==> config.mk <==
export PLATFORM = sky130hd
export DESIGN_NAME = proj_errmon
export DESIGN_NICKNAME = d
export VERILOG_FILES = /design/src/rtl/proj_errmon_pkg.sv /design/src/rtl/proj_errmon_sync.sv /design/src/rtl/proj_errmon.sv
export SDC_FILE = /design/constraint.sdc
export NUM_CORES = 1
export LEC_CHECK = 0
export BUFFER_PORTS_ARGS = -buffer_cell sky130_fd_sc_hd__buf_4
export CORE_MARGIN = 2
export CORE_UTILIZATION = 25
export DETAILED_ROUTE_END_ITERATION = 12
export PLACE_DENSITY = 0.52
export RECOVER_POWER = 25
export SYNTH_ARGS = -nofsm -noshare
export SYNTH_HDL_FRONTEND = slang
export SYNTH_SLANG_ARGS = --single-unit
export TNS_END_PERCENT = 1
==> constraint.sdc <==
create_clock -name i_clk -period 1.85 [get_ports i_clk]
set_clock_uncertainty 0.1 [all_clocks]
set_input_delay 0.555 -clock i_clk [delete_from_list [all_inputs] [get_ports i_clk]]
set_output_delay 0.555 -clock i_clk [all_outputs]
set_load 0.01 [all_outputs]
==> src/rtl/proj_errmon_pkg.sv <==
// Shared definitions for the lane error monitor: FSM encodings, clog2 and the
// unlit LED pattern helper.
package proj_errmon_pkg;

    localparam logic [0:0] ST_RUN   = 1'b0;
    localparam logic [0:0] ST_ALARM = 1'b1;

    localparam int MAXLW = 64;

    function automatic int clog2(input int v);
        int r;
        r = 0;
        for (int x = v - 1; x > 0; x = x >> 1) begin
            r = r + 1;
        end
        return r;
    endfunction

    // All-unlit LED word for up to MAXLW lanes; callers cast down to their width.
    function automatic logic [MAXLW-1:0] unlit_pat(input int lw, input bit actlow);
        logic [MAXLW-1:0] p;
        p = '0;
        for (int i = 0; i < MAXLW; i++) begin
            if (i < lw) p[i] = actlow;
        end
        return p;
    endfunction

endpackage

==> src/rtl/proj_errmon_sync.sv <==
// SYNC-deep single-bit synchroniser; reset clears every stage.
module proj_errmon_sync
    import proj_errmon_pkg::*;
#(
    parameter int SYNC = 2
)(
    input  logic i_clk,
    input  logic i_rst,
    input  logic i_d,
    output logic o_q
);

    logic [SYNC-1:0] r_chain;

    always_ff @(posedge i_clk) begin
        if (i_rst) begin
            r_chain <= '0;
        end else begin
            r_chain <= {r_chain[SYNC-2:0], i_d};
        end
    end

    assign o_q = r_chain[SYNC-1];

endmodule

==> src/rtl/proj_errmon.sv <==
// Lane error monitor: synchronised sticky flags, per-lane event counters and LED
// heartbeat/alarm display. Counters are built only when PROJ_ERRMON_CNT_EN is defined.
module proj_errmon
    import proj_errmon_pkg::*;
#(
    parameter int LW     = 8,
    parameter int SYNC   = 2,
    parameter int HBW    = 24,
    parameter int CW     = 8,
    parameter bit ACTLOW = 1'b1,
    // One extra select bit so out-of-range lanes (>= LW) are expressible.
    localparam int SELW  = clog2(LW + 1)
)(
    input  logic            i_clk,
    input  logic            i_rst,
    input  logic [LW-1:0]   i_errflg,
    input  logic            i_clr,
    input  logic [SELW-1:0] i_cntsel,
    output logic [CW-1:0]   o_cntval,
    output logic            o_errany,
    output logic [LW-1:0]   o_sticky,
    output logic [LW-1:0]   o_leds
);

    localparam int PW = (LW > 1) ? clog2(LW) : 1;
    localparam logic [LW-1:0] UNLIT = LW'(unlit_pat(LW, ACTLOW));

    logic [LW-1:0] w_s;

    genvar gi;
    generate
        for (gi = 0; gi < LW; gi++) begin : g_sync
            proj_errmon_sync #(.SYNC(SYNC)) u_sync (
                .i_clk (i_clk),
                .i_rst (i_rst),
                .i_d   (i_errflg[gi]),
                .o_q   (w_s[gi])
            );
        end
    endgenerate

    logic [LW-1:0]  r_sticky;
    logic           r_errany;
    logic [HBW-1:0] r_tck;
    logic [0:0]     r_state;
    logic [PW-1:0]  r_ptr;
    logic           r_blink;
    logic [LW-1:0]  r_leds;

    logic [LW-1:0]  w_sticky_nxt;
    logic [0:0]     w_state_nxt;
    logic           w_xfer;
    logic           w_tick;
    logic [LW-1:0]  w_lit;

    assign w_sticky_nxt = (r_sticky & ~{LW{i_clr}}) | w_s;
    assign w_state_nxt  = (|w_sticky_nxt) ? ST_ALARM : ST_RUN;
    assign w_xfer       = (w_state_nxt != r_state);
    assign w_tick       = &r_tck;

    always_comb begin
        w_lit = '0;
        if (r_state == ST_RUN) begin
            w_lit[r_ptr] = 1'b1;
        end else begin
            // Live faults steady, latched-only faults follow the blink phase.
            w_lit = w_s | (r_sticky & {LW{r_blink}});
        end
    end

    always_ff @(posedge i_clk) begin
        if (i_rst) begin
            r_sticky <= '0;
            r_errany <= 1'b0;
            r_tck    <= '0;
            r_state  <= ST_RUN;
            r_ptr    <= '0;
            r_blink  <= 1'b0;
            r_leds   <= UNLIT;
        end else begin
            r_sticky <= w_sticky_nxt;
            r_errany <= |w_sticky_nxt;
            r_tck    <= r_tck + HBW'(1);
            r_state  <= w_state_nxt;
            if (w_xfer) begin
                r_ptr   <= '0;
                r_blink <= 1'b0;
            end else if (w_tick) begin
                if (r_state == ST_RUN) begin
                    r_ptr <= (r_ptr == PW'(LW - 1)) ? '0 : r_ptr + PW'(1);
                end else begin
                    r_blink <= ~r_blink;
                end
            end
            r_leds <= w_lit ^ UNLIT;
        end
    end

    assign o_sticky = r_sticky;
    assign o_errany = r_errany;
    assign o_leds   = r_leds;

`ifdef PROJ_ERRMON_CNT_EN
    localparam int IDXW = PW;

    function automatic logic [CW-1:0] sat_inc(input logic [CW-1:0] c, input logic inc);
        if (inc && (c != {CW{1'b1}})) return c + CW'(1);
        return c;
    endfunction

    logic [LW-1:0] r_s_d;
    logic [LW-1:0] w_edge;
    logic [CW-1:0] r_cnt [LW];
    logic [CW-1:0] r_cntval;

    assign w_edge = w_s & ~r_s_d;

    always_ff @(posedge i_clk) begin
        if (i_rst) begin
            r_s_d    <= '0;
            r_cntval <= '0;
            for (int i = 0; i < LW; i++) r_cnt[i] <= '0;
        end else begin
            r_s_d <= w_s;
            // An edge coinciding with clr is kept as the first new event.
            for (int i = 0; i < LW; i++) begin
                r_cnt[i] <= i_clr ? CW'(w_edge[i]) : sat_inc(r_cnt[i], w_edge[i]);
            end
            r_cntval <= (i_cntsel < SELW'(LW)) ? r_cnt[i_cntsel[IDXW-1:0]] : '0;
        end
    end

    assign o_cntval = r_cntval;
`else
    logic w_cntsel_unused;
    assign w_cntsel_unused = ^i_cntsel;
    assign o_cntval        = '0;
`endif

endmodule
==> metrics.cfg, run 1 <==
[global_route]
grt_max_degree = 31
grt_pass1_wl_um = 8870
overflow = 0
grt_pass1_vias = 1976
antenna_found_initial = 0
globalRouteTotalUtil_pct = 9.87

[sta]
worstMarginPinSlew_ns = 0.954
rsz0062_at_grt = no
worst_slack_ns = 0.0956
setup_viol = 0
min_period_over_period_pct = 94.8
maxSlewHeadroom_pct = 36.4
fin_crit_ns = 1.75
slew_viol_final = 0
timing_hold_violations_final = 0
max_freq_mhz = 570
tns_ns = 0

[synth]
yosys.cell_types.count = 44
yosys_register_bits = 61
syn_area_per_cell_um2 = 9.17
synth_edf_count = 0
ys.flop_type = dfxtp_1
synth_cells = 280
synth_area_leaders = dfxtp_1, a21oi_1, nor2_1
synth.yosys.warnings = 0
yosysTopAreaCell = dfxtp_1
synth_area_um2 = 2570
synth_top_area_share_pct = 47.5
yosys-top-cells-count = dfxtp_1, nor2_1, a21oi_1, nor2b_1, nand4_1
yosys.cell_count.top_type = dfxtp_1
seq_area_frac_synth_pct = 47.5
synthArstFlopShare_pct = 0

[cts]
clk_pin_slew_ns = 0.07
post-cts-setup-buffers = 0
root_buffer = clkbuf_8
clock_path_buffers = 2
cts.sinks = 61
cts-buffers-inserted = 9
worstSkewPairLatency_ns = 0.35
cts_max_level = 3
ctsResizeCount = 0
hold_buffers = 0
cts_tree = built

[floorplanning]
start_util_pct = 25.3
core_um2 = 10100
die_x_um = 105
std_cell_rows = 37
die_y_um = 105
dieArea_um2 = 11100
ios = 40

[drt]
vias_per_cell = 4.54
drt_first_iter_violations = 69
routedWlPerCell_um = 11.3
via_count = 2075
wl_um = 5180
drc = 0
drtPass1Iterations = 4
antenna_left = 0

[critical_path]
path_buf_inv = 0
crit_chain = nand4_1, or3b_2, o31ai_1, a221oi_1
crit_family = simple AND/OR/NAND/NOR gates
worstSetupStartpointType = flop
cp.arrival_ns = 1.87
crit_type = flop to flop
cp.required_ns = 1.96
crit_path_max_fanout = 6
crit_path_end_kind = flop
worst_path_max_delay_cell = or3b_2
slowest_delay_ns = 0.54

[power]
power.density_nw_per_um2 = 821
power_mw = 2.59
p_leak_nw = 1.17
peakVddDrop_v = 0.000285

[final_layout]
nets = 334
diodes = 0
finalInstanceArea_um2 = 3150
drive_above_1_share_pct = 22.4
final_cells = 457
syn_to_final_growth_pct = 22.6

[placement]
place.gp.congestion = 0.789
postPlaceCellArea_um2 = 2960
dp_cells = 441
place_ws_ns = 0.0779
io_buffer_count = 27
dp_hpwl_um = 3670

[hold_path]
hold_class = primary input to flop

[flow_run]
drv_cap = 0

[outcome]
status = completed

## sequential cells by signal (all words and copies together), names as in the netlist
register	cells
o_sticky	8
o_errany	1
r_blink	1
r_tck	24
o_leds	8
r_ptr	3
g_sync.u_sync.r_chain	16
## cell usage in the layout, fill, tap and decap left out, types with 2 or more instances in the layout
cell type / n
a21oi_1: 27
a221oi_1: 3
and3_1: 2
and4_1: 2
and4_2: 3
buf_4: 42
clkbuf_8: 9
clkinv_2: 2
clkinv_4: 2
clkinvlp_4: 2
conb_1: 8
dfxtp_1: 59
ha_1: 3
inv_1: 4
nand2_1: 9
nand2b_1: 3
nand3_1: 5
nand4_1: 15
nor2_1: 29
nor2b_1: 18
nor3_1: 2
nor4_1: 4
nor4b_1: 2
o21ai_0: 4
o21bai_1: 6
o22ai_1: 2
o31ai_1: 9
or3_1: 3
or4_1: 9
xnor2_1: 3
xor2_1: 9
## worst paths after layout
check / from / end / slack (ns) / cells past startpoint
worst min register to register: g_sync[3].u_sync.r_chain[0] / g_sync[3].u_sync.r_chain[1] / 0.33 / 1
worst min-delay path: i_errflg[6] / g_sync[6].u_sync.r_chain[0] / 0.32 / 2
worst max register to register: r_tck[20] / r_ptr[0] / 0.1 / 4
worst max-delay path: r_tck[20] / r_ptr[0] / 0.1 / 4
## cells by family after synthesis
kind of cell	synth area share, %
adders and majority gates	1.46
buffers and inverters	6.48
xor gates and xnor gates	4.09
other	0.146
and+or+nand+nor	26.5
AOI/OAI and AO/OA	13.7
DFF	47.5
## area by class of cell
class / count / area, um2
Clock buffer: 9 / 124
Clock inverter: 7 / 51.3
Inverter: 4 / 15.0
Multi-Input combinational cell: 196 / 1220
Fill cell: 1081 / 6990
Sequential cell: 61 / 1230
Timing Repair Buffer: 44 / 339
Tap cell: 136 / 170
## worst reg2reg max path: cells and delay by family, from the launching register on
| family | cells | cell delay, ns |
|---|---|---|
| flip-flops | 1 | 0.39 |
| AO/OA/AOI/OAI | 2 | 0.36 |
| AND/OR/NAND/NOR | 2 | 0.77 |
## metrics by stage
| step | utilization, % | hold WS [ns] |
|---|---|---|
| after floorplan | - | 0.314 |
| after CTS | 30.9 | 0.308 |
| after global routing | 31.1 | 0.315 |
| after detailed placement | 29.2 | 0.327 |
| after global placement | 29.2 | 0.323 |
| final | 31.1 | 0.318 |
## per-layer routing
metal | GRT usage [%] | vias to the layer above | routed length, um
met1 | 12.7 | 952 | 2570
met3 | 2.97 | 10 | 224
li1 | - | 1061 | -
met5 | 0 | - | 0
met2 | 14.8 | 52 | 2260
met4 | 5.24 | 0 | 127
## power by group
group / internal [mW] / total (mW) / switching [mW]
clock: 0.489 / 1.05 / 0.561
combinational: 0.0752 / 0.165 / 0.0894
sequential: 1.35 / 1.37 / 0.0248
total: 1.91 / 2.59 / 0.675
Note: power is estimated with default switching activity, not from simulation.
==> run 2, diff against run 1 <==
--- a/config.mk
+++ b/config.mk
@@ -6,7 +6,6 @@
 export NUM_CORES = 1
 export LEC_CHECK = 0
 export BUFFER_PORTS_ARGS = -buffer_cell sky130_fd_sc_hd__buf_4
-export CORE_MARGIN = 2
 export CORE_UTILIZATION = 25
 export DETAILED_ROUTE_END_ITERATION = 12
 export PLACE_DENSITY = 0.52
==> metrics.cfg, run 2 (synthesized netlist as in run 1, its figures left out) <==
[outcome]
status = completed

[cts]
clock_path_buffers = 2  ; unchanged
cts-buffers-inserted = 9  ; unchanged
hold_buffers = 0  ; unchanged
cts_max_level = 3  ; unchanged
cts_tree = built
cts.sinks = 61  ; unchanged
root_buffer = clkbuf_8
worstSkewPairLatency_ns = 0.34  ; about the same
clk_pin_slew_ns = 0.07  ; about the same

[placement]
place_ws_ns = 0.106  ; +0.0278 ns
io_buffer_count = 27  ; unchanged
dp_cells = 442  ; +0.23%
dp_hpwl_um = 3720  ; +1.4%
place.gp.congestion = 0.797  ; +1.0%
postPlaceCellArea_um2 = 2980  ; +0.89%

[final_layout]
diodes = 0  ; unchanged
finalInstanceArea_um2 = 3220  ; +2.2%
largest_reg_flops = 24  ; unchanged
seq_area_um2 = 1220  ; -0.41%
fillers = 1025  ; -5.2%
final_cells = 461  ; +0.88%
layout_commonest_cell = dfxtp_1
largest-register = r_tck
drive_above_1_share_pct = 23.2  ; +0.74 points
layout_common_cells = dfxtp_1, buf_4, nor2_1
syn_to_final_growth_pct = 25.3
multiInputGateArea_um2 = 1220  ; unchanged
nets = 341  ; +2.1%
largestRegisters = r_tck: 24 flops, g_sync.u_sync.r_chain: 16 flops

[critical_path]
crit_path_max_fanout = 7  ; +1
cp.required_ns = 1.19  ; -0.77 ns
crit_path_end_kind = output port
r2r_slack_ns = 0.13  ; +0.03 ns
worst_path_max_delay_cell = dfxtp_1
crit_family = flip-flops
slowest_delay_ns = 0.43  ; -0.11 ns
cpMostUsedCell = buf_4
r2r-start = r_tck[0]
worstSetupStartpointType = flop
crit_chain = buf_4, buf_4
ff2ff_path_depth = 6  ; +2
timing.rr.end = r_tck[18]
cp-startpoint = o_errany
crit_type = flop to output port
path_buf_inv = 2  ; +2
cp.arrival_ns = 1.08  ; -0.79 ns

[power]
peakVddDrop_v = 0.000369  ; +29%
power_mw = 2.71  ; +4.9%
p_leak_nw = 1.21  ; +3.8%
power.density_nw_per_um2 = 843  ; +2.6%

[global_route]
grt_max_degree = 31  ; unchanged
overflow = 0  ; unchanged
globalRouteTotalUtil_pct = 11.3  ; +1.4 points
grt_pass1_vias = 1920  ; -2.8%
antenna_found_initial = 0  ; unchanged
grt_pass1_wl_um = 9110  ; +2.8%

[floorplanning]
std_cell_rows = 36  ; -2.7%
start_util_pct = 26.0  ; +0.70 points
core_um2 = 9860  ; -2.7%
die_y_um = 103  ; -1.9%
dieArea_um2 = 10700  ; -3.8%
die_x_um = 103  ; -1.9%
ios = 40  ; unchanged

[hold_path]
min_to = g_sync[6].u_sync.r_chain[0]
holdPathStages = 2  ; unchanged
hold_class = primary input to flop
holdCritStartpoint = i_errflg[6]

[sta]
slew_viol_final = 0  ; unchanged
min_period_over_period_pct = 93.6  ; -1.2 points
setup_viol = 0  ; unchanged
worst_slack_ns = 0.119  ; +0.0230 ns
rsz0062_at_grt = yes
fin_crit_ns = 1.73  ; -0.0230 ns
worstMarginPinSlew_ns = 0.941  ; -0.0138 ns
fin_hold_ws_ns = 0.323  ; +0.00476 ns
maxSlewHeadroom_pct = 37.3  ; +0.92 points
timing_hold_violations_final = 0  ; unchanged
max_freq_mhz = 578  ; +1.3%

[drt]
wl_um = 5290  ; +2.0%
drt_first_iter_violations = 102  ; +48%
antenna_left = 0  ; unchanged
vias_per_cell = 4.46  ; -1.8%
drc = 0  ; unchanged
drtPass1Iterations = 4  ; unchanged
via_count = 2055  ; -0.96%
routedWlPerCell_um = 11.5  ; +1.2%

[flow_run]
drv_cap = 0  ; unchanged

## run 2: worst max-delay path by stage
stage	end	slack (ns)	cells after the start
finish	o_errany	0.12	2
global route	r_ptr[0]	-0.02	5
CTS	r_tck[17]	0.08	4
detailed placement	r_tck[17]	0.11	4
global placement	r_tck[17]	0.12	4
floorplan	r_tck[20]	0.12	6
## run 2: worst register-to-register path: cells and delay by family (launching register included)
kind | cells | cell delay, ns
AOI/OAI and AO/OA | 1 | 0.14
and+or+nand+nor | 3 | 0.75
buffers and inverters | 1 | 0.15
adders and majority gates | 1 | 0.18
DFF | 1 | 0.33
## run 2: repair_timing
item,4_1_cts,5_1_grt
endpoints found under the setup margin,0,5
resized for setup,0,5
setup buffers,0,3
## run 2: area by class of cell
| cell class | count | area share [%] |
|---|---|---|
| clock buffer | 9 | 3.85 |
| clock inverter | 7 | 2.37 |
| inverter | 4 | 0.466 |
| multi-input combinational | 196 | 38.0 |
| sequential | 61 | 37.9 |
| tap | 133 | 5.17 |
| timing repair buffer | 51 | 12.2 |
## run 2: layer usage
metal	up-vias	share of wire, %	GRT usage [%]
met2	40	42	15.7
met5	-	0	0
met4	0	2.0	6.93
li1	1074	-	-
met1	935	52	15.3
met3	6	3.5	3.02
## run 2: per-stage QoR
step	TNS (ns)	utilization [%]
global placement	0	30.2
finish	0	32.6
CTS	0	32.3
detailed placement	0	30.2
global route	-0.0241	32.6
floorplan	0	-
## run 2: power breakdown
| group | total (mW) | leakage [nW] | switching, mW | internal [mW] |
|---|---|---|---|---|
| Sequential | 1.37 | 0.497 | 0.0226 | 1.35 |
| Clock | 1.17 | 0.0954 | 0.544 | 0.625 |
| Combinational | 0.173 | 0.621 | 0.0937 | 0.0798 |
| Total | 2.71 | 1.21 | 0.660 | 2.05 |
